<file path="config.mk">
export PLATFORM = sky130hd
export DESIGN_NAME = regfile_param_flat
export DESIGN_NICKNAME = d
export VERILOG_FILES = /design/src/rtl/regfile_pkg.sv /design/src/rtl/regfile_if.sv /design/src/rtl/regfile_clr_seq.sv /design/src/rtl/regfile_param.sv /design/src/flat_wrapper.sv
export SDC_FILE = /design/constraint.sdc
export NUM_CORES = 1
export LEC_CHECK = 0
export BUFFER_PORTS_ARGS = -buffer_cell sky130_fd_sc_hd__buf_2
export CORE_MARGIN = 4
export CORE_UTILIZATION = 47
export CTS_CLUSTER_DIAMETER = 120
export DETAILED_ROUTE_END_ITERATION = 7
export GPL_ROUTABILITY_DRIVEN = 0
export GPL_TIMING_DRIVEN = 0
export HOLD_SLACK_MARGIN = 0.06
export PLACE_DENSITY_LB_ADDON = 0.05
export RECOVER_POWER = 50
export SLEW_MARGIN = 20
export SYNTH_ARGS = -nofsm -noshare
export SYNTH_HDL_FRONTEND = slang
export SYNTH_HIERARCHICAL = 1
export SYNTH_SLANG_ARGS = --single-unit
</file>
<file path="constraint.sdc">
create_clock -name clock -period 11.4 [get_ports clock]
set_clock_uncertainty 0.1 [all_clocks]
set_input_delay 1.14 -clock clock [delete_from_list [all_inputs] [get_ports clock]]
set_output_delay 1.14 -clock clock [all_outputs]
set_load 0.1 [all_outputs]
</file>
<file path="src/rtl/regfile_pkg.sv">
// Shared types and helpers for the parametrised register file.
//   clr_state_t : bulk-clear sequencer states
//   addr_w()    : address width derived from the register count
package regfile_pkg;

  typedef enum logic {
    ST_IDLE,
    ST_CLEAR
  } clr_state_t;

  function automatic int unsigned addr_w(input int unsigned depth);
    return (depth > 1) ? $clog2(depth) : 1;
  endfunction

endpackage

</file>
<file path="src/rtl/regfile_if.sv">
// Register file access bus: two combinational read ports, one write port,
// bulk-clear request and busy status.
//   master : datapath side (drives addresses, write data, write, clear)
//   slave  : register file side (drives read data and busy)
interface regfile_if
  import regfile_pkg::*;
#(
  parameter int unsigned WIDTH = 32,
  parameter int unsigned DEPTH = 4
);

  localparam int unsigned AW = addr_w(DEPTH);

  logic [AW-1:0]    rdreg1;
  logic [AW-1:0]    rdreg2;
  logic [WIDTH-1:0] rdData1;
  logic [WIDTH-1:0] rdData2;
  logic [AW-1:0]    wrreg;
  logic [WIDTH-1:0] wrData;
  logic             write;
  logic             clear;
  logic             busy;

  modport master (
    output rdreg1, rdreg2, wrreg, wrData, write, clear,
    input  rdData1, rdData2, busy
  );

  modport slave (
    input  rdreg1, rdreg2, wrreg, wrData, write, clear,
    output rdData1, rdData2, busy
  );

endinterface

</file>
<file path="src/rtl/regfile_clr_seq.sv">
// Bulk-clear sequencer. On a clear request in IDLE it sweeps every address
// once, one per clock, then returns to IDLE. Requests during a sweep are
// ignored.
//   clock, reset : rising-edge clock, async active-high reset
//   clear        : clear request (pulse or level)
//   busy         : high while the sweep runs
//   clr_en       : zero the entry at clr_addr on this edge
//   clr_addr     : entry currently being cleared
module regfile_clr_seq
  import regfile_pkg::*;
#(
  parameter int unsigned DEPTH = 4
) (
  input  logic                     clock,
  input  logic                     reset,
  input  logic                     clear,
  output logic                     busy,
  output logic                     clr_en,
  output logic [addr_w(DEPTH)-1:0] clr_addr
);

  localparam int unsigned AW = addr_w(DEPTH);

  clr_state_t    state_q, state_d;
  logic [AW-1:0] ptr_q, ptr_d;

  always_ff @(posedge clock or posedge reset) begin
    if (reset) begin
      state_q <= ST_IDLE;
      ptr_q   <= '0;
    end else begin
      state_q <= state_d;
      ptr_q   <= ptr_d;
    end
  end

  always_comb begin
    state_d = state_q;
    ptr_d   = ptr_q;
    case (state_q)
      ST_IDLE: begin
        if (clear) begin
          state_d = ST_CLEAR;
          ptr_d   = '0;
        end
      end
      ST_CLEAR: begin
        if (ptr_q == AW'(DEPTH - 1)) begin
          state_d = ST_IDLE;
          ptr_d   = '0;
        end else begin
          ptr_d = ptr_q + 1'b1;
        end
      end
      default: begin
        state_d = ST_IDLE;
        ptr_d   = '0;
      end
    endcase
  end

  assign busy     = (state_q == ST_CLEAR);
  assign clr_en   = busy;
  assign clr_addr = ptr_q;

endmodule

</file>
<file path="src/rtl/regfile_param.sv">
// Parametrised register bank with two combinational read ports and one
// write port, optional hard-wired zero register, optional write-to-read
// bypass and a sequenced bulk-clear engine.
//   clock, reset : rising-edge clock, async active-high reset (zeros array)
//   bus (slave)  : rdreg1/rdreg2 -> rdData1/rdData2, wrreg/wrData/write,
//                  clear request, busy status
module regfile_param
  import regfile_pkg::*;
#(
  parameter int unsigned WIDTH    = 32,
  parameter int unsigned DEPTH    = 4,
  parameter bit          ZERO_REG = 1'b0,
  parameter bit          BYPASS   = 1'b1
) (
  input  logic     clock,
  input  logic     reset,
  regfile_if.slave bus
);

  localparam int unsigned AW = addr_w(DEPTH);

  logic [WIDTH-1:0] bank [DEPTH];
  logic             busy;
  logic             clr_en;
  logic [AW-1:0]    clr_addr;
  logic             wr_ok;
  logic [WIDTH-1:0] rd1, rd2;

  regfile_clr_seq #(
    .DEPTH (DEPTH)
  ) u_clr_seq (
    .clock    (clock),
    .reset    (reset),
    .clear    (bus.clear),
    .busy     (busy),
    .clr_en   (clr_en),
    .clr_addr (clr_addr)
  );

  // A write is live only outside a sweep and when not aimed at a hard zero.
  // The same qualifier gates the bypass so forwarding never shows a value
  // that will not be stored.
  assign wr_ok = bus.write && !busy && !(ZERO_REG && (bus.wrreg == '0));

  always_ff @(posedge clock or posedge reset) begin
    if (reset) begin
      for (int unsigned i = 0; i < DEPTH; i++) begin
        bank[i] <= '0;
      end
    end else if (clr_en) begin
      bank[clr_addr] <= '0;
    end else if (wr_ok) begin
      bank[bus.wrreg] <= bus.wrData;
    end
  end

  always_comb begin
    rd1 = bank[bus.rdreg1];
    rd2 = bank[bus.rdreg2];
    if (BYPASS && wr_ok && (bus.wrreg == bus.rdreg1)) rd1 = bus.wrData;
    if (BYPASS && wr_ok && (bus.wrreg == bus.rdreg2)) rd2 = bus.wrData;
    if (ZERO_REG && (bus.rdreg1 == '0)) rd1 = '0;
    if (ZERO_REG && (bus.rdreg2 == '0)) rd2 = '0;
  end

  assign bus.rdData1 = rd1;
  assign bus.rdData2 = rd2;
  assign bus.busy    = busy;

endmodule

</file>
<file path="src/flat_wrapper.sv">
// flat-port wrapper written by rule: the top's interface ports become plain ports
module regfile_param_flat import regfile_pkg::*;
#(
  parameter int unsigned WIDTH    = 32,
  parameter int unsigned DEPTH    = 4,
  parameter bit          ZERO_REG = 1'b0,
  parameter bit          BYPASS   = 1'b1
)
  (clock, reset, bus_rdreg1, bus_rdreg2, bus_wrreg, bus_wrData, bus_write, bus_clear, bus_rdData1, bus_rdData2, bus_busy);
  regfile_if #(.WIDTH(WIDTH), .DEPTH(DEPTH)) bus_i ();
  input  logic clock;
  input  logic reset;
  input wire logic [$bits(bus_i.rdreg1)-1:0] bus_rdreg1;
  input wire logic [$bits(bus_i.rdreg2)-1:0] bus_rdreg2;
  input wire logic [$bits(bus_i.wrreg)-1:0] bus_wrreg;
  input wire logic [$bits(bus_i.wrData)-1:0] bus_wrData;
  input wire logic [$bits(bus_i.write)-1:0] bus_write;
  input wire logic [$bits(bus_i.clear)-1:0] bus_clear;
  output wire logic [$bits(bus_i.rdData1)-1:0] bus_rdData1;
  output wire logic [$bits(bus_i.rdData2)-1:0] bus_rdData2;
  output wire logic [$bits(bus_i.busy)-1:0] bus_busy;
  assign bus_i.rdreg1 = bus_rdreg1;
  assign bus_i.rdreg2 = bus_rdreg2;
  assign bus_i.wrreg = bus_wrreg;
  assign bus_i.wrData = bus_wrData;
  assign bus_i.write = bus_write;
  assign bus_i.clear = bus_clear;
  assign bus_rdData1 = bus_i.rdData1;
  assign bus_rdData2 = bus_i.rdData2;
  assign bus_busy = bus_i.busy;
  regfile_param #(.WIDTH(WIDTH), .DEPTH(DEPTH), .ZERO_REG(ZERO_REG), .BYPASS(BYPASS)) u_core (.clock(clock), .reset(reset), .bus(bus_i));
endmodule
</file>
* Word-level counts from Yosys, hierarchy flattened *
Cells that the tools add are included.
W data, S select, Z words.

storage, ports and cells
  register bits after elaboration = 131
  input port bits = 42
  output and inout bits = 65
  word-level logic and storage cells = 52

operators by class
  add/sub/neg operators = 1
  magnitude comparators = 6
  equal/unequal tests = 4
  mux-type cells = 21
  bitwise operators = 7
  reduce and logical (&&, ||, !) cells = 7

operator list
  operator               count
  $mux W128              2
  $mux W32               8
  $and A128 B128 Y128    1
  $bmux W32 S2           2
  $bwmux W128            1
  $demux W32 S2          2
  $not A128 Y128         1
  $ge A3 B3 Y1 const B   4
  $not A2 Y3             4
  $lt A3 B1 Y1 const B   2
  $logic_and A1 B1 Y1    5
  $eq A2 B2 Y1           2
  $mux W2                2
  $pmux W2 S2            1
  $add A2 B1 Y2 const B  1
  $eq A2 B2 Y1 const B   1
  $mux W1                2
  $ne A2 B2 Y1 const B   1
  $pmux W1 S2            1
  $reduce_bool A2 Y1     1
  $logic_not A1 Y1       1
  $not A1 Y1             1

* Logic depth before layout (Yosys ltp) *
Gate-level depths: netlist of the first run.

  word-level depth = 8
  gate-level depth with buffers = 6
  depth with buffers taken out = 3

* Modules after synthesis *
Netlist of the first run, hierarchy kept.

by module, submodules not included
  module           times used  cells each  area an instance (sq um)  sequential area each (sq um)
  regfile_param    1           612         7966.4                    3203.1
  regfile_clr_seq  1           14          151.4                     75.1

* Least setup slack after synthesis of the first run *
OpenSTA, ideal clock, no wires.

  kind = input to output
  from = input port bus_rdreg1[1]
  to = output port bus_rdData1[12]
  arrival time = 2620 ps
  required time = 10160 ps
  slack = 7540 ps
  stages on the path = 4
  buffers on the path = 2
  cell sequence = buf_2 > clkbuf_1 > mux4_1 > mux2_1

on the way
  cells in the longest elaborated chain, start to end = 5
  elaborated cells on any way between the ends = 7
  classes of those cells = 1 x eq/ne; 4 x mux; 1 x bitwise; 1 x reduce/logical

ends and longest elaborated chain
  element                                      RTL line             RTL
  start: declaration                           flat_wrapper.sv:13   input wire logic [$bits(bus_i.rdreg1)-1:0] bus_rdreg1;
  $not A2 Y3 (implied by the code)             regfile_param.sv:58  rd1 = bank[bus.rdreg1];
  $bmux W32 S2                                 regfile_param.sv:58
  $mux W32 (implied by the code) (2 in a row)  regfile_param.sv:58
  $mux W32 *                                   regfile_param.sv:60  if (BYPASS && wr_ok && (bus.wrreg == bus.rdreg1)) rd1 = bus.wrData;
  end: declaration                             flat_wrapper.sv:19   output wire logic [$bits(bus_i.rdData1)-1:0] bus_rdData1;

Every way passes the cells marked *; elsewhere a longest branch is shown, timed or not. The select of a mux whose other input is x is not followed.

==> results of run 1 <==
-- kinds of logic (layout without fill, tap and decap cells) --
| group | Yosys count | after routing | share of synthesized area, % |
|---|---|---|---|
| adder cells (fa/ha/maj) | 1 | 1 | 0.154 |
| multiplexers | 256 | 256 | 45.3 |
| buffers and inverters | 87 | 221 | 6.06 |
| AND/OR/NAND/NOR | 144 | 144 | 7.37 |
| AO/OA/AOI/OAI | 3 | 3 | 0.324 |
| flip-flops | 131 | 131 | 40.4 |
| XOR/XNOR | 4 | 4 | 0.432 |
-- stage by stage --
| stage | utilization, % | power [mW] | area [um^2] |
|---|---|---|---|
| 2_1_floorplan | - | 1.89 | 8120 |
| 3_3_place_gp | 53.1 | 2.12 | 8900 |
| 3_5_place_dp | 53.3 | 2.16 | 8930 |
| 4_1_cts | 56.8 | 2.71 | 9520 |
| 5_1_grt | 56.5 | 2.81 | 9480 |
| 6_report | 56.5 | 2.69 | 9480 |
-- worst min-delay path, stage by stage, from the launching register on --
cell	delay [ns]
dfrtp_1	0.38
nand2_1	0.06
mux2i_1	0.06
-- how the worst max path moves through the flow --
stage / start / to / slack, ns / cells past startpoint
4_1_cts: bus_rdreg1[1] / bus_rdData1[21] / 7.12 / 5
3_5_place_dp: bus_rdreg1[1] / bus_rdData1[21] / 7.12 / 5
3_3_place_gp: reset / u_core/bank[110] / 5.12 / 2
6_report: reset / u_core/bank[109] / 4.90 / 3
5_1_grt: reset / u_core/bank[112] / 3.69 / 3
2_1_floorplan: reset / u_core/bank[0] / 6.75 / 1
-- sequential cells by signal (all words and copies together) (netlist names) --
register and flops:
u_core/bank 128, u_core/u_clr_seq/clr_addr 2, u_core/u_clr_seq/busy 1
-- power by group through the flow --
stage	logic [mW]	registers, mW	clock network [mW]
6_report	1.40	0.738	0.550
5_1_grt	1.47	0.759	0.580
4_1_cts	1.42	0.735	0.560
3_5_place_dp	1.41	0.742	0
3_3_place_gp	1.39	0.728	0
2_1_floorplan	1.18	0.715	0
-- per-layer routing --
metal  part of all wire [%]  vias to the layer above  global-route usage (%)  routed length [um]
li1                       -                     2469                       -                   -
met1                     42                     2836                    29.0                9130
met2                     52                      132                    40.2               11100
met3                    4.5                       24                    4.97                 978
met4                    1.7                        2                    5.92                 358
met5                  0.032                        -                       0                   7
-- final cells by class --
type                            instances  area [um^2]
Timing Repair Buffer                  102          505
Fill cell                            1444         7280
Sequential cell                       131         3280
Clock inverter                          9          130
Inverter                               35          133
Multi-Input combinational cell        408         4340
Tap cell                              220          275
Buffer                                 52          354
Clock buffer                           23          458
-- placed cells by master (no fill, tap or decap), types with 2 or more instances in the layout --
| cell | n |
|---|---|
| mux4_1 | 4 |
| nand2b_1 | 3 |
| nand2_1 | 129 |
| clkinv_2 | 2 |
| buf_4 | 7 |
| o21ai_0 | 2 |
| nand3_1 | 2 |
| dfrtp_1 | 131 |
| nand3b_1 | 3 |
| xnor2_1 | 4 |
| mux2_2 | 4 |
| clkinvlp_4 | 4 |
| clkbuf_16 | 17 |
| clkbuf_1 | 30 |
| inv_1 | 34 |
| bufinv_16 | 3 |
| mux4_2 | 60 |
| mux2_4 | 58 |
| nand3_2 | 2 |
| buf_12 | 6 |
| mux2_1 | 2 |
| buf_6 | 2 |
| mux2i_1 | 128 |
| buf_2 | 114 |
==> impl_metrics.yaml, run 1 <==
placement:
  io_buffers: 101
  place.detailed.hpwl_um: 14500
  place_inst: 948
  pre_cts_slack_ns: 7.12
worst_setup_path:
  cp-end-kind: "asynchronous set/reset pin"
  timing.rr.end: "u_core/bank[89]"
  critPathBufInv: 3
  crit_path_frequent_cell: "clkbuf_1"
  reg2reg_from: "u_core/u_clr_seq/busy"
  critPathMaxStageDelay_ns: 3.35
  cpLargestDelayFamily: "buffers and inverters"
  critPathSlowestCell: "clkbuf_1"
  crit_path_start_kind: "primary input"
  ff2ff_setup_slack_ns: 9.24
  critical_path_peak_fanout: 85
  crit_type: "primary input to asynchronous set/reset pin"
  cp.arrival_ns: 5.81
  r2r_cells: 4
  cp_cell_sequence: "clkbuf_1 -> clkinvlp_2 -> clkbuf_1"
  worst_ep_required_time_ns: 10.71
drt:
  drt_iter0_drc: 258
  wirelength_um: 21600
  post_drt_via_cell_ratio: 5.57
  vias: 5463
  dr.pass1.iters: 4
  post_drt_wl_per_cell_um: 22.0
  antenna_left: 0
  drcViolationCount: 0
power_and_ir_drop:
  p_per_area_nw_per_um2: 284
  ir_drop_mv: 0.237
  switchingPower_mw: 1.32
  p_int_mw: 1.37
  p_seq_share_pct: 27.4
  clockPowerShare_pct: 20.4
  power.leakage_nw: 5.17
  p_comb_share_pct: 52.1
  p_sw_share_pct: 49.2
finish:
  drive_gt1_share_pct: 37.2
  area_growth_pct: 16.7
  n_antenna_cell: 0
  final_cells: 980
  final_nets: 790
synthesis:
  yosys.area.top_type_share_pct: 40.4
  synth_cell_types: 28
  syn_nets: 669
  synth_common_cells: "dfrtp_1 (131), nand2_1 (129), mux2i_1 (128)"
  ys_seq_area_share_pct: 40.4
  yosysTopAreaCell: "dfrtp_1"
  synthCells: 626
  synthArstFlopShare_pct: 100
  ys.flop_type: "dfrtp_1"
  yosys-top-cells-area: "dfrtp_1 (40%), mux4_2 (17%), mux2i_1 (16%)"
  yosys_warnings: 6
  yosys.cell_count.top_type: "dfrtp_1"
  synth_enable_flop_cells: 0
  synth_seq_cells: 131
  synth.avg_cell_area_um2: 13.0
  syn_area_um2: 8120
floorplan:
  rows: 47
  start_util_pct: 48.4
  dieArea_um2: 19400
  fp.dieW_um: 139
  core-area_um2: 16800
  dieHeight_um: 139
  pin_count: 107
clocking:
  numCtsBuffers: 17
  cts_root_buf: "clkbuf_16"
  insertion_delay_ns: 0.42
  cts_tree: "built"
  cts.path.max_buffers: 2
  post_cts_buffers: 0
  cts_resized: 0
  htree_num_levels: 4
  cts.sinks: 131
  path_clk_slew_ns: 0.05
  cts.hold.buffers_added: 0
global_routing:
  antenna_found_initial: 1
  overflow: 0
  grt_usage_pct: 22.9
  grt_start_max_net_pins: 86
  grt_pass1_wl_um: 34300
  grt_pass1_vias: 6197
sta:
  fmax_mhz: 154
  rsz0062_at_grt: "no"
  min_period_ns: 6.50
  finalMaxSlewViolations: 131
  finalSetupTns_ns: 0
  setup_viol: 0
  worstMarginPinSlew_ns: 4.68
  hold_viol: 0
  whs_ns: 0.444
  period_share_pct: 57.0
  maxSlewHeadroom_pct: -212
  setup_slack_ns: 4.90
worst_hold_path:
  hold_depth: 2
  hold_path.class: "flop to flop"
  hold_end: "u_core/bank[115]"
  worstHoldStart: "u_core/bank[115]"
job:
  drv_cap: 2
status:
  violations: "capacitance limit, slew limit"
  status: "complete, but fails checks"
(Power assumes the default switching activity.)
==> run 2: changes to the inputs <==
==> constraint.sdc (replaced) <==
create_clock -name clock -period 5.9 [get_ports clock]
set_clock_uncertainty 0.1 [all_clocks]
set_input_delay 0.59 -clock clock [delete_from_list [all_inputs] [get_ports clock]]
set_output_delay 0.59 -clock clock [all_outputs]
set_load 0.1 [all_outputs]
==> run 2 against run 1 <==
The flow still finishes with violations (capacitance limit, slew limit). Combinational power increased by 94%. Sequential power is 92% higher. Hold slack got worse by 0.17 ns. Sequential share of layout area fell by 0.082 points. Die area unchanged. Largest power group unchanged.
==> impl_metrics.yaml, run 2 (synthesis results as in run 1) <==
power_and_ir_drop:
  fin_total_pwr_mw: 5.20
  p_per_area_nw_per_um2: 547
  ir_drop_mv: 0.457
  power.leakage_nw: 5.17
worst_hold_path:
  hold_end: "u_core/u_clr_seq/clr_addr[0]"
  worstHoldStart: "bus_clear"
  hold_depth: 2
  hold_path.class: "primary input to flop"
drt:
  dr.pass1.iters: 5
  antenna_left: 0
  vias: 5494
  drt_iter0_drc: 284
  wirelength_um: 21600
  post_drt_via_cell_ratio: 5.60
  drcViolationCount: 0
  post_drt_wl_per_cell_um: 22.0
global_routing:
  overflow: 0
  grt_usage_pct: 22.9
  antenna_found_initial: 1
  grt_start_max_net_pins: 86
  grt_pass1_vias: 6199
  grt_pass1_wl_um: 34300
sta:
  min_period_ns: 3.31
  finalSetupTns_ns: 0
  fmax_mhz: 302
  maxSlewHeadroom_pct: -44.5
  period_share_pct: 56.1
  setup_viol: 0
  hold_viol: 0
  whs_ns: 0.273
  setup_slack_ns: 2.59
  rsz0062_at_grt: "no"
  worstMarginPinSlew_ns: 2.16
  finalMaxSlewViolations: 44
placement:
  pre_cts_slack_ns: 2.72
  place.detailed.hpwl_um: 14500
  io_buffers: 101
status:
  status: "complete, but fails checks"
  violations: "capacitance limit, slew limit"
clocking:
  cts.hold.buffers_added: 1
  htree_num_levels: 4
  cts.path.max_buffers: 2
  numCtsBuffers: 17
  cts.sinks: 131
  cts_root_buf: "clkbuf_16"
  insertion_delay_ns: 0.41
  cts_resized: 0
  path_clk_slew_ns: 0.06
  cts_tree: "built"
  post_cts_buffers: 0
worst_setup_path:
  ff2ff_setup_slack_ns: 3.24
  cp-end-kind: "output port"
  crit_path_start_kind: "flop"
  worst_ep_required_time_ns: 5.21
  r2r_cells: 5
  reg2reg_from: "u_core/u_clr_seq/busy"
  critical_path_peak_fanout: 10
  timing.rr.end: "u_core/bank[5]"
  crit_type: "flop to output port"
  cp.arrival_ns: 2.62
floorplan:
  start_util_pct: 48.4
  fp.dieW_um: 139
  dieHeight_um: 139
  pin_count: 107
  rows: 47
  dieArea_um2: 19400
  core-area_um2: 16800
finish:
  area_growth_pct: 17.0
  layout_common_cells: "dfrtp_1 (131), nand2_1 (129), mux2i_1 (128)"
  final_core_util_pct: 56.7
  largest_register_ffs: 128
  largest-register: "u_core/bank"
  drive_gt1_share_pct: 37.2
  final_nets: 791
  mostFrequentLayoutCell: "dfrtp_1"
  n_antenna_cell: 0
job:
  drv_cap: 1
==> run 2: cell types whose count changed in the layout (fill, tap and decap cells not counted) <==
| cell | delta |
|---|---|
| buf_4 | -4 |
| buf_2 | +3 |
| buf_16 | +1 |
| dlygate4sd3_1 | +1 |
==> run 2: how the worst max path moves through the flow <==
stage / startpoint / to / slack (ns)
5_1_grt: u_core/u_clr_seq/busy / bus_rdData1[30] / 2.50
3_3_place_gp: reset / u_core/bank[110] / 0.17
6_report: u_core/u_clr_seq/busy / bus_rdData1[30] / 2.59
2_1_floorplan: reset / u_core/bank[0] / 1.80
4_1_cts: bus_rdreg1[1] / bus_rdData1[21] / 2.72
3_5_place_dp: bus_rdreg1[1] / bus_rdData1[21] / 2.72
==> run 2: worst max-delay path, stage by stage, from the launching register on <==
cell and delay [ns]:
dfrtp_1 0.46, nor2b_1 0.41, nand3_2 0.27, buf_2 0.35, mux2_4 0.27, buf_2 0.42
==> run 2: metal layers <==
metal  share of wire, %  up-vias  track usage [%]
met2                 52      156             40.2
met5              0.032        -                0
met1                 42     2837             29.0
li1                   -     2472                -
met4                1.6        2             5.92
met3                4.7       27             4.97
==> run 2: power by group <==
part           total [mW]  switching (mW)  internal, mW
registers            1.42           0.227          1.20
clock network        1.06           0.386         0.674
logic                2.71            1.94         0.769
total                5.20            2.56          2.64
==> run 2: layout make-up <==
| type | count | area [um^2] |
|---|---|---|
| flip-flops and latches | 131 | 3280 |
| repair buffers | 103 | 542 |
| multi-input cells | 408 | 4340 |
| well taps | 220 | 275 |
| clock inverters | 9 | 130 |
| clock buffers | 23 | 458 |
| fillers | 1443 | 7260 |
| plain buffers | 52 | 340 |
| inverters | 35 | 133 |
==> run 2: stage by stage <==
stage,cells,cell area (um^2)
floorplan,626,8120
global route,981,9500
detailed placement,948,8930
global placement,947,8900
CTS,981,9530
finish,981,9500
